<file path="src/rtl/pulse_stretcher_if.sv">
// rtl/pulse_stretcher_if.sv - event/status bundle between event sources and the pulse stretcher
interface pulse_stretcher_if #(
  parameter int MAX_PENDING = 7
);
  localparam int PW = $clog2(MAX_PENDING + 1);

  logic          pulse_in;
  logic          clear;
  logic          pulse_out;
  logic          busy;
  logic [PW-1:0] pending;
  logic          overflow;

  // Event source side: raises events and aborts, observes the stretched output.
  modport master (
    output pulse_in,
    output clear,
    input  pulse_out,
    input  busy,
    input  pending,
    input  overflow
  );

  // Stretcher side.
  modport slave (
    input  pulse_in,
    input  clear,
    output pulse_out,
    output busy,
    output pending,
    output overflow
  );
endinterface

</file>
<file path="src/rtl/pulse_stretcher.sv">
// rtl/pulse_stretcher.sv - widens single-cycle events into fixed-width pulses with queued replay
module pulse_stretcher #(
  parameter int HIGH_CYCLES = 25000000,
  parameter int GAP_CYCLES  = 12500000,
  parameter int MAX_PENDING = 7
) (
  input logic              clk,
  input logic              rst,
  pulse_stretcher_if.slave bus
);
  localparam int PW    = $clog2(MAX_PENDING + 1);
  localparam int T_MAX = (HIGH_CYCLES > GAP_CYCLES) ? HIGH_CYCLES : GAP_CYCLES;
  // A single-cycle high and gap would give a zero-width timer; keep at least one bit.
  localparam int CW    = (T_MAX > 1) ? $clog2(T_MAX) : 1;

  localparam logic [1:0] ST_IDLE = 2'd0;
  localparam logic [1:0] ST_HIGH = 2'd1;
  localparam logic [1:0] ST_GAP  = 2'd2;

  localparam logic [CW-1:0] HIGH_LOAD = CW'(HIGH_CYCLES - 1);
  localparam logic [CW-1:0] GAP_LOAD  = CW'(GAP_CYCLES - 1);
  localparam logic [PW-1:0] PEND_MAX  = PW'(MAX_PENDING);

  logic [1:0]    state_q, state_d;
  logic [CW-1:0] timer_q, timer_d;
  logic [PW-1:0] pend_q, pend_d;
  logic          ov_q, ov_d;
  logic          out_q;
  logic          busy_q;
  logic          ev_inc;
  logic          ev_dec;
  logic          timer_zero;

  assign timer_zero = (timer_q == '0);

  // Next-state, timer and pending-queue decisions for this cycle.
  always_comb begin
    state_d = state_q;
    timer_d = timer_q;
    pend_d  = pend_q;
    ov_d    = 1'b0;
    ev_inc  = 1'b0;
    ev_dec  = 1'b0;

    if (bus.clear) begin
      // Abort wins over everything; the same-cycle event is thrown away.
      state_d = ST_IDLE;
      timer_d = '0;
      pend_d  = '0;
    end else begin
      case (state_q)
        ST_IDLE: begin
          if (bus.pulse_in) begin
            state_d = ST_HIGH;
            timer_d = HIGH_LOAD;
          end
        end

        ST_HIGH: begin
          ev_inc = bus.pulse_in;
          if (timer_zero) begin
            state_d = ST_GAP;
            timer_d = GAP_LOAD;
          end else begin
            timer_d = timer_q - 1'b1;
          end
        end

        ST_GAP: begin
          ev_inc = bus.pulse_in;
          if (timer_zero) begin
            // An event arriving on this very cycle counts towards the replay decision.
            if ((pend_q != '0) || bus.pulse_in) begin
              state_d = ST_HIGH;
              timer_d = HIGH_LOAD;
              ev_dec  = 1'b1;
            end else begin
              state_d = ST_IDLE;
              timer_d = '0;
            end
          end else begin
            timer_d = timer_q - 1'b1;
          end
        end

        default: begin
          state_d = ST_IDLE;
          timer_d = '0;
          pend_d  = '0;
        end
      endcase

      // A simultaneous enqueue and replay cancel out, so nothing is dropped even when full.
      if (ev_inc && !ev_dec) begin
        if (pend_q == PEND_MAX) begin
          ov_d = 1'b1;
        end else begin
          pend_d = pend_q + 1'b1;
        end
      end else if (ev_dec && !ev_inc) begin
        pend_d = pend_q - 1'b1;
      end
    end
  end

  // State and registered outputs; outputs follow the next state so they line up with it.
  always_ff @(posedge clk or negedge rst) begin
    if (!rst) begin
      state_q <= ST_IDLE;
      timer_q <= '0;
      pend_q  <= '0;
      ov_q    <= 1'b0;
      out_q   <= 1'b0;
      busy_q  <= 1'b0;
    end else begin
      state_q <= state_d;
      timer_q <= timer_d;
      pend_q  <= pend_d;
      ov_q    <= ov_d;
      out_q   <= (state_d == ST_HIGH);
      busy_q  <= (state_d != ST_IDLE);
    end
  end

  assign bus.pulse_out = out_q;
  assign bus.busy      = busy_q;
  assign bus.pending   = pend_q;
  assign bus.overflow  = ov_q;

endmodule
</file>
<file path="src/flat_wrapper.sv">
// flat-port wrapper written by rule: the top's interface ports become plain ports
module pulse_stretcher_flat 
#(
  parameter int HIGH_CYCLES = 25000000,
  parameter int GAP_CYCLES  = 12500000,
  parameter int MAX_PENDING = 7
)
  (clk, rst, bus_pulse_in, bus_clear, bus_pulse_out, bus_busy, bus_pending, bus_overflow);
  pulse_stretcher_if #(.MAX_PENDING(MAX_PENDING)) bus_i ();
  input logic clk;
  input logic rst;
  input wire logic [$bits(bus_i.pulse_in)-1:0] bus_pulse_in;
  input wire logic [$bits(bus_i.clear)-1:0] bus_clear;
  output wire logic [$bits(bus_i.pulse_out)-1:0] bus_pulse_out;
  output wire logic [$bits(bus_i.busy)-1:0] bus_busy;
  output wire logic [$bits(bus_i.pending)-1:0] bus_pending;
  output wire logic [$bits(bus_i.overflow)-1:0] bus_overflow;
  assign bus_i.pulse_in = bus_pulse_in;
  assign bus_i.clear = bus_clear;
  assign bus_pulse_out = bus_i.pulse_out;
  assign bus_busy = bus_i.busy;
  assign bus_pending = bus_i.pending;
  assign bus_overflow = bus_i.overflow;
  pulse_stretcher #(.HIGH_CYCLES(HIGH_CYCLES), .GAP_CYCLES(GAP_CYCLES), .MAX_PENDING(MAX_PENDING)) u_core (.clk(clk), .rst(rst), .bus(bus_i));
endmodule
</file>
<file path="config.mk">
export PLATFORM = sky130hd
export DESIGN_NAME = pulse_stretcher_flat
export DESIGN_NICKNAME = d
export VERILOG_FILES = /design/src/rtl/pulse_stretcher_if.sv /design/src/rtl/pulse_stretcher.sv /design/src/flat_wrapper.sv
export SDC_FILE = /design/constraint.sdc
export NUM_CORES = 1
export LEC_CHECK = 0
export ABC_AREA = 0
export CORE_MARGIN = 5
export CORE_UTILIZATION = 60
export DETAILED_ROUTE_END_ITERATION = 8
export PLACE_DENSITY_LB_ADDON = 0.2
export SKIP_CTS_REPAIR_TIMING = 1
export SLEW_MARGIN = 20
export SYNTH_ARGS = -nofsm -noshare
export SYNTH_HDL_FRONTEND = slang
export SYNTH_SLANG_ARGS = --single-unit
</file>
<file path="constraint.sdc">
create_clock -name clk -period 2.9 [get_ports clk]
set_input_delay 0.29 -clock clk [delete_from_list [all_inputs] [get_ports clk]]
set_output_delay 0.29 -clock clk [all_outputs]
set_load 0.01 [all_outputs]
</file>
==> flow_summary.ini <==
[outcome]
status = finished clean

[global_routing]
first_global_vias = 2001
grt_max_degree = 34
grt_pass1_wl_mm = 9.71
grtUsageTotal = 0.239
overflow = 0
antenna_found_initial = 0

[setup_path]
crit_fanout = 6
endpoint_kind = register
r2r_start = u_core.timer_q[18]
worstPathRequired_ns = 3.11
crit_type = reg -> reg
r2r_end = u_core.timer_q[16]
cp-start-kind = register
path_buf_inv = 0
crit_family = simple AND/OR/NAND/NOR gates
rrSetupSlack_ns = 0.19
cp_slowest_cell = or4_1
critPathArrivalTime_ns = 2.92
critPathMaxStageDelay_ns = 0.67
path_cells = or4_1 > or4_4 > nor3_1 > o221ai_1 > o21ai_0
rr_worst_depth = 5

[cts]
htree_num_levels = 2
insertion_delay_ns = 0.29
cts_made_buffers = 5
cts_tree = done
clock_sinks = 33
cts_buffer_depth = 2
clockRootBuffer = clkbuf_8
clkTransAtPathRegs_ns = 0.07

[power]
p_switching_mw = 0.469
power.total_mw = 1.30
p_leak_nw = 1.04
power.share.clock = 0.261
seqPwrFrac = 0.442
p_int_mw = 0.828
p_sw_frac = 0.361
combPwrFrac = 0.296
power_per_cell_area_nw_per_um2 = 512
ir_worst_vdd_uv = 252

[timing]
slew_violations = 0
hold_violations = 0
period_share = 0.935
fin_crit_ns = 2.71
relSlewSlack = 0.509
worst_pin_slew_ns = 0.736
fin_worst_skew_ns = 0.00554
setup-tns-final_ns = 0
rsz0062_at_grt = no
setup_viol = 0
fmax_mhz = 369

[route]
dr.pass1.iters = 5
routed_wl_mm = 5.67
avgRoutedWirePerCell_um = 17.7
drt-initial-drc-count = 249
remaining_drc_errors = 0
via_per_inst = 6.80
vias = 2183
final_antenna_net_count = 0

[final_layout]
final_common_cell = dfrtp_1
final_cell_mix = dfrtp_1, nand2_1, nor2_1, o21ai_0, inv_1
insertedDiodeCount = 0
fin_cells = 321
nets = 285
drive_gt1_frac = 0.139
final_area_um2 = 2540
area_growth_pct = 11.9

[yosys]
syn_avg_cell_area_um2 = 8.82
syn_area_um2 = 2270
syn_inst = 257
synth_cell_types = 51
async_flop_share = 1.00
ys_seq_area_frac = 0.364
yosys.area.top_type = dfrtp_1
synth-edff-count = 0
synth.net_count = 270
synth_top_area_share = 0.364
yosys_warnings = 0
synth_ff_type = dfrtp_1
synth_area_leaders = dfrtp_1, ha_1, a221o_1, nand2_1, o21ai_0
synth-seq-cells = 33

[placed_design]
place_congestion = 0.962
placed_cell_area_um2 = 2450
dp_hpwl_mm = 4.10
place_inst = 313
portBuffers = 9

[run]
cap_violations = 0

[die]
rows = 22
die_w_um = 71.5
die-area_um2 = 5110
initial_utilization = 0.619
die-height_um = 71.5
coreArea_um2 = 3660
pin_count = 10

[worst_hold_path]
hp-class = in -> async
-- cells in the mapped netlist (3+ instances only) --
master    instances
o21ai_0          15
o31ai_1           6
a21oi_1          11
ha_1              9
o31a_1            4
o211ai_1          5
or4_1             7
o221ai_1          5
or3_1             5
nor4_1            9
clkbuf_1         10
nand4_1           4
nor2_1           15
dfrtp_1          33
a221o_1           8
nand2b_1          4
or2_2             6
nand2_1          20
buf_2             3
inv_1            13
nor3_1           10
a31o_2            3
a31oi_1           6
and3_1            3
nand3_1           8
-- how the worst max path moves through the flow --
stage	from	to	slack, ns	depth (start not counted)
6_report	u_core.timer_q[18]	u_core.timer_q[16]	0.19	5
4_1_cts	u_core.timer_q[18]	u_core.timer_q[16]	0.22	5
3_5_place_dp	u_core.timer_q[18]	u_core.timer_q[16]	0.21	5
5_1_grt	u_core.timer_q[18]	u_core.timer_q[5]	0.07	5
3_3_place_gp	u_core.timer_q[18]	u_core.timer_q[5]	0.27	5
2_1_floorplan	u_core.timer_q[0]	u_core.timer_q[18]	0.43	7
-- per-layer routing --
layer | routed length (um) | global-route usage | vias to the layer above
li1 | - | - | 1035
met1 | 2590 | 0.345 | 1046
met2 | 2550 | 0.366 | 90
met3 | 447 | 0.0477 | 12
met4 | 82 | 0.0668 | 0
met5 | 0 | 0 | -
-- power by group through the flow --
stage                     sequential [mW]  clock, mW  combinational (mW)
final                               0.574      0.339               0.384
after global routing                0.582      0.365               0.426
after CTS                           0.570      0.346               0.379
after detailed placement            0.577          0               0.378
after global placement              0.578          0               0.368
after floorplan                     0.563          0               0.278
-- final cells by class --
type / count / area, um2
fill: 297 / 1120
clock inverter: 2 / 10.0
inverter: 13 / 48.8
sequential: 33 / 826
clock buffer: 6 / 72.6
tap: 48 / 60.1
multi-input combinational: 198 / 1340
timing repair buffer: 21 / 180
-- worst register-to-register path, stage by stage, from the launching register on --
cell and delay, ns:
dfrtp_1 0.42, or4_1 0.67, or4_4 0.59, nor3_1 0.48, o221ai_1 0.32, o21ai_0 0.15
-- stage by stage --
step,hold slack (ns),worst slack (ns),util
5_1_grt,0.452,0.0734,0.693
6_report,0.398,0.190,0.693
3_5_place_dp,0.522,0.214,0.670
2_1_floorplan,-0.00559,0.429,-
3_3_place_gp,0.501,0.275,0.670
4_1_cts,0.418,0.215,0.693
-- flip-flops by register name (all words and copies together) (netlist names) --
signal	cells
u_core.bus.busy	1
u_core.timer_q	25
u_core.bus.pulse_out	1
u_core.bus.overflow	1
u_core.state_q	2
u_core.bus.pending	3
-- logic make-up after synthesis --
| logic type | Yosys count | synth area share |
|---|---|---|
| buffers and inverters | 26 | 0.0447 |
| adder cells (fa/ha/maj) | 9 | 0.0497 |
| AO/OA/AOI/OAI | 82 | 0.262 |
| AND/OR/NAND/NOR | 103 | 0.261 |
| multiplexers | 4 | 0.0188 |
| flip-flops | 33 | 0.364 |
Power figures use the tool's default switching activity.
